`config.mk`:
```
export PLATFORM = sky130hd
export DESIGN_NAME = keypad_scanner_flat
export DESIGN_NICKNAME = d
export VERILOG_FILES = /design/src/rtl/keypad_scanner_if.sv /design/src/rtl/keypad_scanner.sv /design/src/flat_wrapper.sv
export SDC_FILE = /design/constraint.sdc
export NUM_CORES = 1
export LEC_CHECK = 0
export CAP_MARGIN = 20
export CELL_PAD_IN_SITES_DETAIL_PLACEMENT = 2
export CELL_PAD_IN_SITES_GLOBAL_PLACEMENT = 2
export CORE_MARGIN = 1
export CORE_UTILIZATION = 42
export DETAILED_ROUTE_END_ITERATION = 10
export HOLD_SLACK_MARGIN = 0.05
export PLACE_DENSITY_LB_ADDON = 0.1
export RECOVER_POWER = 25
export SYNTH_ARGS = -nofsm -noshare
export SYNTH_HDL_FRONTEND = slang
export SYNTH_SLANG_ARGS = --single-unit
```
`constraint.sdc`:
```
create_clock -name clk -period 6.11 [get_ports clk]
set_input_delay 0.611 -clock clk [delete_from_list [all_inputs] [get_ports clk]]
set_output_delay 0.611 -clock clk [all_outputs]
set_load 0.02 [all_outputs]
```
`src/rtl/keypad_scanner_if.sv`:
```
// rtl/keypad_scanner_if.sv - keypad matrix and debounced key-code signal bundle
interface keypad_scanner_if;
  logic [3:0] rows;
  logic [3:0] cols;
  logic [3:0] key_code;
  logic       key_valid;
  logic       multi_key;

  modport master (
    input  rows,
    output cols, key_code, key_valid, multi_key
  );

  modport slave (
    output rows,
    input  cols, key_code, key_valid, multi_key
  );
endinterface

```
`src/rtl/keypad_scanner.sv`:
```
// rtl/keypad_scanner.sv - 4x4 keypad column scanner with multi-scan debounce
// Optional feature macro: KEYPAD_MULTI_DETECT_EN (reject and flag multi-key scans)
module keypad_scanner #(
  parameter int SCAN_TICKS     = 100_000,
  parameter int DEBOUNCE_SCANS = 4
) (
  input logic              clk,
  input logic              reset,
  keypad_scanner_if.master kp
);
  localparam int TW = $clog2(SCAN_TICKS);
  localparam int CW = $clog2(DEBOUNCE_SCANS + 1);
  localparam logic [TW-1:0] TLAST = TW'(SCAN_TICKS - 1);
  localparam logic [CW-1:0] DB    = CW'(DEBOUNCE_SCANS);

  typedef enum logic [1:0] {IDLE, CAND, HELD, REL} state_t;

  logic [3:0]    rs1_q, rs2_q;
  logic [TW-1:0] tcnt_q;
  logic [1:0]    col_q;
  logic          acc_any_q;
  logic [3:0]    acc_idx_q;
  state_t        state_q, state_d;
  logic [CW-1:0] cnt_q, cnt_d, cnt_inc;
  logic [3:0]    cand_q, cand_d, code_q, code_d;
  logic          key_valid_q, key_valid_d;
  logic          multi_q;

  logic       scan_end, scan_done, single;
  logic       col_hit, new_any, new_multi;
  logic [1:0] col_row;
  logic [3:0] col_idx, new_idx, pressed;

  assign pressed   = ~rs2_q;
  assign scan_end  = (tcnt_q == TLAST);
  assign scan_done = scan_end && (col_q == 2'd3);
  assign cnt_inc   = cnt_q + CW'(1);

  // Lowest pressed row in the driven column gives its lowest key index.
  always_comb begin
    col_hit = 1'b0;
    col_row = 2'd0;
    for (int r = 3; r >= 0; r--) begin
      if (pressed[r]) begin
        col_hit = 1'b1;
        col_row = 2'(r);
      end
    end
    col_idx = {col_row, col_q};
    new_any = acc_any_q | col_hit;
    if (col_hit && (!acc_any_q || col_idx < acc_idx_q)) new_idx = col_idx;
    else                                                new_idx = acc_idx_q;
  end

`ifdef KEYPAD_MULTI_DETECT_EN
  logic [1:0] acc_cnt_q, new_cnt;
  logic [2:0] tot;

  always_comb begin
    tot = {1'b0, acc_cnt_q} + 3'(pressed[0]) + 3'(pressed[1])
        + 3'(pressed[2]) + 3'(pressed[3]);
    new_cnt   = (tot >= 3'd2) ? 2'd2 : tot[1:0];
    new_multi = (new_cnt == 2'd2);
  end

  always_ff @(posedge clk or negedge reset) begin
    if (!reset)                      acc_cnt_q <= 2'd0;
    else if (scan_end && col_q == 2'd3) acc_cnt_q <= 2'd0;
    else if (scan_end)               acc_cnt_q <= new_cnt;
  end
`else
  assign new_multi = 1'b0;
`endif

  assign single = new_any & ~new_multi;

  always_ff @(posedge clk or negedge reset) begin
    if (!reset) begin
      rs1_q     <= 4'hF;
      rs2_q     <= 4'hF;
      tcnt_q    <= '0;
      col_q     <= 2'd0;
      acc_any_q <= 1'b0;
      acc_idx_q <= 4'd0;
    end else begin
      rs1_q <= kp.rows;
      rs2_q <= rs1_q;
      if (scan_end) begin
        tcnt_q <= '0;
        col_q  <= col_q + 2'd1;
        if (col_q == 2'd3) begin
          acc_any_q <= 1'b0;
          acc_idx_q <= 4'd0;
        end else begin
          acc_any_q <= new_any;
          acc_idx_q <= new_idx;
        end
      end else begin
        tcnt_q <= tcnt_q + TW'(1);
      end
    end
  end

  always_comb begin
    state_d = state_q;
    cnt_d   = cnt_q;
    cand_d  = cand_q;
    code_d  = code_q;
    if (scan_done) begin
      case (state_q)
        IDLE: if (single) begin
          cand_d = new_idx;
          cnt_d  = CW'(1);
          if (DEBOUNCE_SCANS == 1) begin
            state_d = HELD;
            code_d  = new_idx;
          end else begin
            state_d = CAND;
          end
        end
        CAND: if (single && new_idx == cand_q) begin
          cnt_d = cnt_inc;
          if (cnt_inc == DB) begin
            state_d = HELD;
            code_d  = cand_q;
          end
        end else if (single) begin
          cand_d = new_idx;
          cnt_d  = CW'(1);
        end else begin
          state_d = IDLE;
        end
        HELD: if (!(single && new_idx == code_q)) begin
          cnt_d   = CW'(1);
          state_d = (DEBOUNCE_SCANS == 1) ? IDLE : REL;
        end
        REL: if (single && new_idx == code_q) begin
          state_d = HELD;
        end else begin
          cnt_d = cnt_inc;
          if (cnt_inc == DB) state_d = IDLE;
        end
        default: state_d = IDLE;
      endcase
    end
    key_valid_d = (state_d == HELD) || (state_d == REL);
  end

  always_ff @(posedge clk or negedge reset) begin
    if (!reset) begin
      state_q     <= IDLE;
      cnt_q       <= '0;
      cand_q      <= 4'd0;
      code_q      <= 4'd0;
      key_valid_q <= 1'b0;
      multi_q     <= 1'b0;
    end else begin
      state_q     <= state_d;
      cnt_q       <= cnt_d;
      cand_q      <= cand_d;
      code_q      <= code_d;
      key_valid_q <= key_valid_d;
      if (scan_done) multi_q <= new_multi;
    end
  end

  assign kp.cols      = ~(4'b0001 << col_q);
  assign kp.key_code  = code_q;
  assign kp.key_valid = key_valid_q;
  assign kp.multi_key = multi_q;
endmodule

```
`src/flat_wrapper.sv`:
```
// flat-port wrapper written by rule: the top's interface ports become plain ports
module keypad_scanner_flat 
#(
  parameter int SCAN_TICKS     = 100_000,
  parameter int DEBOUNCE_SCANS = 4
)
  (clk, reset, kp_rows, kp_cols, kp_key_code, kp_key_valid, kp_multi_key);
  keypad_scanner_if kp_i ();
  input logic clk;
  input logic reset;
  input wire logic [$bits(kp_i.rows)-1:0] kp_rows;
  output wire logic [$bits(kp_i.cols)-1:0] kp_cols;
  output wire logic [$bits(kp_i.key_code)-1:0] kp_key_code;
  output wire logic [$bits(kp_i.key_valid)-1:0] kp_key_valid;
  output wire logic [$bits(kp_i.multi_key)-1:0] kp_multi_key;
  assign kp_i.rows = kp_rows;
  assign kp_cols = kp_i.cols;
  assign kp_key_code = kp_i.key_code;
  assign kp_key_valid = kp_i.key_valid;
  assign kp_multi_key = kp_i.multi_key;
  keypad_scanner #(.SCAN_TICKS(SCAN_TICKS), .DEBOUNCE_SCANS(DEBOUNCE_SCANS)) u_core (.clk(clk), .reset(reset), .kp(kp_i));
endmodule
```
==> impl_metrics.json, run 1 <==
{
  "vias_per_cell": 5.78,
  "ys_seq_elements": 46,
  "clockBufferDepth": 2,
  "row_count": 27,
  "met3_usage_pct": 4.02,
  "powerDensity_nw_per_um2": 194,
  "synth-seq-area-share_pct": 46.8,
  "nets": 270,
  "violations": "capacitance limit, slew limit",
  "syn_inst": 238,
  "finalCritPeriodShare_pct": 62.0,
  "dieHeight_um": 78.9,
  "cts_tree": "yes",
  "numCtsBuffers": 5,
  "firstDrtPassIters": 4,
  "post_drt_wl_per_cell_um": 17.6,
  "synth-main-ff-cell": "dfrtp_1",
  "grt_pass1_wl_mm": 9.83,
  "fin_worst_skew_ns": 0.0127,
  "drive_gt1_share_pct": 13.3,
  "clock.fmax_mhz": 264,
  "status": "finished with violations",
  "grt_overflow": 0,
  "hold_class": "input port to async pin",
  "avgSynthCellArea_um2": 10.4,
  "final_cell_mix": "dfrtp_1, inv_1, nand2_1",
  "drc_errors": 0,
  "yosys-top-cells-area": "dfrtp_1, dfstp_2, ha_1, xor2_1, inv_1",
  "ant_nets": 0,
  "relSlewSlack_pct": -40.1,
  "clock_sinks": 46,
  "portBuffers": 14,
  "setup_viol_count_final": 0,
  "antenna_found_initial": 0,
  "hold_viol_final": 0,
  "drv_cap": 1,
  "grt.met1_usage_pct": 27.6,
  "worstPathArrival_ns": 3.98,
  "clkTransAtPathRegs_ns": 0.09,
  "yosysTopAreaCellShare_pct": 38.3,
  "drt_iter0_drc": 82,
  "antenna_cells": 0,
  "chipWidth_um": 78.9,
  "drt_wl_total_mm": 5.77,
  "worst_ir_drop_vdd_uv": 113,
  "fp.coreArea_um2": 5610,
  "end_kind": "flip-flop",
  "cp_max_fo": 6,
  "hpwl_mm": 4.24,
  "cts_setup_buffers": 0,
  "stdcell_count": 327,
  "fin_crit_ns": 3.79,
  "dp.cells": 318,
  "dieArea_um2": 6230,
  "fin_setup_tns_ns": 0,
  "grt_pass1_vias": 1937,
  "leakage_nw": 1.25,
  "clockRootBuffer": "clkbuf_8",
  "criticalPathCategory": "flip-flop to flip-flop",
  "clock_latency_ns": 0.31,
  "setup_slack_ns": 2.32,
  "hold_buffers": 0,
  "synthesis.area_um2": 2480,
  "ys_async_sr_fraction_pct": 100,
  "synth_fp_nets": 254,
  "initial_core_util_pct": 44.3,
  "ctsResizeCount": 0,
  "area_delta_synth_final_pct": 11.7,
  "synth_edf_count": 0,
  "grt.total_usage_pct": 20.6,
  "io_pins": 16,
  "ys_warn_count": 0,
  "htreeDepth": 2,
  "worstMarginPinSlew_ns": 2.10,
  "grt_start_max_net_pins": 47,
  "ys_types": 59,
  "critPathRequiredTime_ns": 6.30,
  "p_total_uw": 537,
  "num_vias": 1890,
  "crit_path_start_kind": "flip-flop",
  "layout_commonest_cell": "dfrtp_1",
  "finish.utilization_pct": 49.5,
  "place_ws_ns": 2.38,
  "met2_usage_pct": 33.7,
  "grt.busiest_layer": "met2",
  "yosysTopAreaCell": "dfrtp_1",
  "routabilityCongestion": 0.757,
  "rsz0062_at_grt": "false",
  "drv_slew": 41
}
-- worst max-delay path, stage by stage (launching register included) --
cell	delay, ns
dfstp_2	0.59
inv_1	0.05
o21ai_0	0.35
inv_1	0.15
ha_1	0.32
o211ai_2	0.14
o21a_2	0.28
o211ai_1	0.37
a21oi_1	0.15
or4_4	0.58
nor3_4	0.32
mux2_2	0.38
-- synth_stat cells (3+ instances only) --
| library cell | count |
|---|---|
| dfrtp_1 | 38 |
| dfstp_2 | 8 |
| a211o_1 | 3 |
| ha_1 | 10 |
| and3_1 | 5 |
| nor2_1 | 13 |
| o21ai_0 | 9 |
| a211oi_1 | 4 |
| a21oi_1 | 11 |
| nor3_1 | 5 |
| nand3_1 | 7 |
| xor2_1 | 11 |
| nand4_1 | 4 |
| o211ai_1 | 4 |
| mux2_2 | 5 |
| nor2b_1 | 3 |
| mux2i_1 | 3 |
| nand2_1 | 16 |
| clkbuf_1 | 3 |
| inv_1 | 18 |
| xnor2_1 | 7 |
| and4_1 | 4 |
| and2_1 | 3 |
-- sequential cells by signal, summed over array words and instances (netlist names) --
name,flops
u_core.acc_any_q,1
u_core.acc_idx_q,4
u_core.cand_q,4
u_core.cnt_q,3
u_core.col_q,2
u_core.kp.key_code,4
u_core.kp.key_valid,1
u_core.rs1_q,4
u_core.rs2_q,4
u_core.state_q,2
u_core.tcnt_q,17
-- cell type report --
cell class                      instances  area [um^2]
Fill cell                             604         2830
Multi-Input combinational cell        168         1230
Sequential cell                        46         1160
Timing Repair Buffer                   15          138
Tap cell                               72         90.1
Clock buffer                            5         68.8
Inverter                               18         67.6
Clock inverter                          3         23.8
-- final timing paths --
check / startpoint / endpoint / slack [ns] / cells after the start
max in group asynchronous: reset / u_core.acc_idx_q[2] / 3.66 / 2
min in group clk: u_core.rs1_q[0] / u_core.rs2_q[0] / 0.36 / 0
worst min-delay path: reset / u_core.cand_q[3] / 0.18 / 1
worst max register to register: u_core.rs2_q[1] / u_core.kp.key_code[0] / 2.32 / 11
worst min register to register: u_core.rs1_q[0] / u_core.rs2_q[0] / 0.36 / 0
worst max-delay path: u_core.rs2_q[1] / u_core.kp.key_code[0] / 2.32 / 11
-- report_power, final --
part	internal [mW]	switching, mW	total (mW)
registers	0.309	0.00232	0.311
logic	0.0107	0.0210	0.0317
clock network	0.0819	0.112	0.194
total	0.402	0.136	0.537
-- per-layer routing --
layer | vias to the layer above | share of wire (%) | wire length [um]
li1 | 894 | - | -
met1 | 959 | 47 | 2730
met2 | 28 | 49 | 2820
met3 | 9 | 2.4 | 136
met4 | 0 | 1.5 | 84
met5 | - | 0 | 0
-- stage by stage --
stage | instance area, um^2 | hold slack, ns
2_1_floorplan | 2480 | 0.315
3_5_place_dp | 2680 | 0.347
6_report | 2780 | 0.180
3_3_place_gp | 2680 | 0.345
4_1_cts | 2770 | 0.361
5_1_grt | 2780 | 0.184
-- kinds of logic (layout without fill, tap and decap cells) --
logic type      count (synthesis)  in the layout  synth area share [%]
simple gates                   72             72                  16.3
compound gates                 57             57                  16.9
flops                          46             46                  46.8
buf+inv                        24             41                  3.88
xor+xnor                       18             18                  6.35
fa+ha+maj                      10             10                  5.04
mux                            10             10                  4.69
other cells                     1              1                 0.151
No activity file was read; power rests on OpenSTA's default activity.
==> run 2, diff against run 1 <==
--- a/config.mk
+++ b/config.mk
@@ -9,7 +9,7 @@
 export CELL_PAD_IN_SITES_DETAIL_PLACEMENT = 2
 export CELL_PAD_IN_SITES_GLOBAL_PLACEMENT = 2
 export CORE_MARGIN = 1
-export CORE_UTILIZATION = 42
+export CORE_UTILIZATION = 39
 export DETAILED_ROUTE_END_ITERATION = 10
 export HOLD_SLACK_MARGIN = 0.05
 export PLACE_DENSITY_LB_ADDON = 0.1
==> constraint.sdc (replaced) <==
create_clock -name clk -period 3.8 [get_ports clk]
set_input_delay 0.38 -clock clk [delete_from_list [all_inputs] [get_ports clk]]
set_output_delay 0.38 -clock clk [all_outputs]
set_load 0.02 [all_outputs]
==> run 2 against run 1 <==
The run now ends clean. Sequential cell count stayed put. Utilization is 2.4 points lower. Worst setup slack worse by 2.1 ns. Clock skew is 0.0025 ns lower. Cell area is 2.2% higher. Largest cell class unchanged. Largest power group unchanged. Highest routed layer unchanged.
==> impl_metrics.json, run 2 (synthesis results as in run 1) <==
{
  "clock_latency_ns": 0.30,
  "row_count": 28,
  "clock.fmax_mhz": 279,
  "worst_ir_drop_vdd_uv": 204,
  "num_vias": 1875,
  "fin_worst_skew_ns": 0.0102,
  "io_pins": 16,
  "leakage_nw": 1.29,
  "drive_gt1_share_pct": 15.4,
  "crit_path_start_kind": "flip-flop",
  "nets": 275,
  "finish.utilization_pct": 47.1,
  "finalCritPeriodShare_pct": 94.3,
  "firstDrtPassIters": 4,
  "cp_max_fo": 6,
  "largest_reg_flops": 17,
  "htreeDepth": 2,
  "ant_nets": 0,
  "antenna_cells": 0,
  "grt_pass1_wl_mm": 10.0,
  "hold_viol_final": 0,
  "status": "finished clean",
  "fp.coreArea_um2": 6030,
  "routabilityCongestion": 0.757,
  "drc_errors": 0,
  "regMostFlops": "u_core.tcnt_q",
  "cts_tree": "yes",
  "clkTransAtPathRegs_ns": 0.09,
  "grt.busiest_layer": "met2",
  "antenna_found_initial": 0,
  "grt.total_usage_pct": 20.0,
  "post_drt_wl_per_cell_um": 17.9,
  "fin_setup_tns_ns": 0,
  "drv_slew": 0,
  "hold_class": "flip-flop to flip-flop",
  "powerDensity_nw_per_um2": 303,
  "place_ws_ns": 0.132,
  "fin_crit_ns": 3.58,
  "clock_sinks": 46,
  "layout_commonest_cell": "dfrtp_1",
  "grt_overflow": 0,
  "numCtsBuffers": 5,
  "worstMarginPinSlew_ns": 0.989,
  "clockBufferDepth": 2,
  "cts_setup_buffers": 0,
  "grt_pass1_vias": 1991,
  "whs_ns": 0.360,
  "rsz0062_at_grt": "false",
  "drt_wl_total_mm": 5.99,
  "setup_slack_ns": 0.218,
  "clockRootBuffer": "clkbuf_8",
  "hpwl_mm": 4.43,
  "dieArea_um2": 6690,
  "grt.met1_usage_pct": 26.2,
  "criticalPathCategory": "flip-flop to flip-flop",
  "setup_viol_count_final": 0,
  "met3_usage_pct": 3.22,
  "chipWidth_um": 81.8,
  "end_kind": "flip-flop",
  "dieHeight_um": 81.8,
  "final_cell_mix": "dfrtp_1, inv_1, nand2_1",
  "drv_cap": 0,
  "portBuffers": 14,
  "drt_iter0_drc": 53,
  "vias_per_cell": 5.60,
  "met2_usage_pct": 34.2,
  "area_delta_synth_final_pct": 14.2,
  "worstPathArrival_ns": 3.77,
  "grt_start_max_net_pins": 47,
  "relSlewSlack_pct": 34.1,
  "initial_core_util_pct": 41.2,
  "critPathRequiredTime_ns": 3.99
}
run 2: changes by cell type in the layout (fill, tap and decap cells not counted), sizes merged:
cell,change
inv,-1
clkinv,+2
clkbuf,-1
clkinvlp,-1
clkdlybuf4s50,-4
buf,+5
dlygate4sd3,+5
run 2: power by group:
part	leakage, nW	switching (mW)	internal, mW	total [mW]
clock	0.0441	0.174	0.129	0.303
combinational	0.645	0.0345	0.0205	0.0550
sequential	0.601	0.00352	0.497	0.501
run 2: critical path, cell delays in order, from the launching register on:
cell      delay [ns]
dfstp_2         0.58
inv_1           0.05
o21ai_1         0.20
inv_1           0.11
ha_1            0.31
o211ai_2        0.13
o21a_2          0.28
o211ai_1        0.36
a21oi_1         0.16
or4_4           0.58
nor3_4          0.33
mux2_2          0.38
run 2: cell type report:
cell class | count | area, um^2
Sequential cell | 46 | 1160
Clock inverter | 3 | 21.3
Fill cell | 654 | 3190
Timing Repair Buffer | 20 | 194
Clock buffer | 5 | 68.8
Multi-Input combinational cell | 168 | 1230
Inverter | 18 | 67.6
Tap cell | 75 | 93.8
run 2: timing repair:
action	4_1_cts	5_1_grt
hold endpoints to repair	0	16
setup endpoints to repair	0	10
hold buffers	0	1
resized for setup	0	2
run 2: per-layer routing:
layer	routed length (um)	vias to the layer above
met3	105	5
li1	-	905
met2	2910	16
met1	2920	949
met5	0	-
met4	55	0
run 2: final timing paths:
kind / from / to / slack [ns] / cells after the start
min in group asynchronous: reset / u_core.cand_q[2] / 0.75 / 2
min: u_core.rs1_q[2] / u_core.rs2_q[2] / 0.36 / 0
max: u_core.rs2_q[1] / u_core.kp.key_code[3] / 0.22 / 11
min reg2reg: u_core.rs1_q[2] / u_core.rs2_q[2] / 0.36 / 0
max in group asynchronous: reset / u_core.rs2_q[0] / 2.29 / 3
max reg2reg: u_core.rs2_q[1] / u_core.kp.key_code[3] / 0.22 / 11
run 2: per-stage QoR:
step	instance area [um^2]	power, mW	std cells
floorplan	2480	0.538	238
global placement	2710	0.561	325
detailed placement	2710	0.563	325
CTS	2800	0.872	333
global route	2840	0.898	335
finish	2840	0.859	335
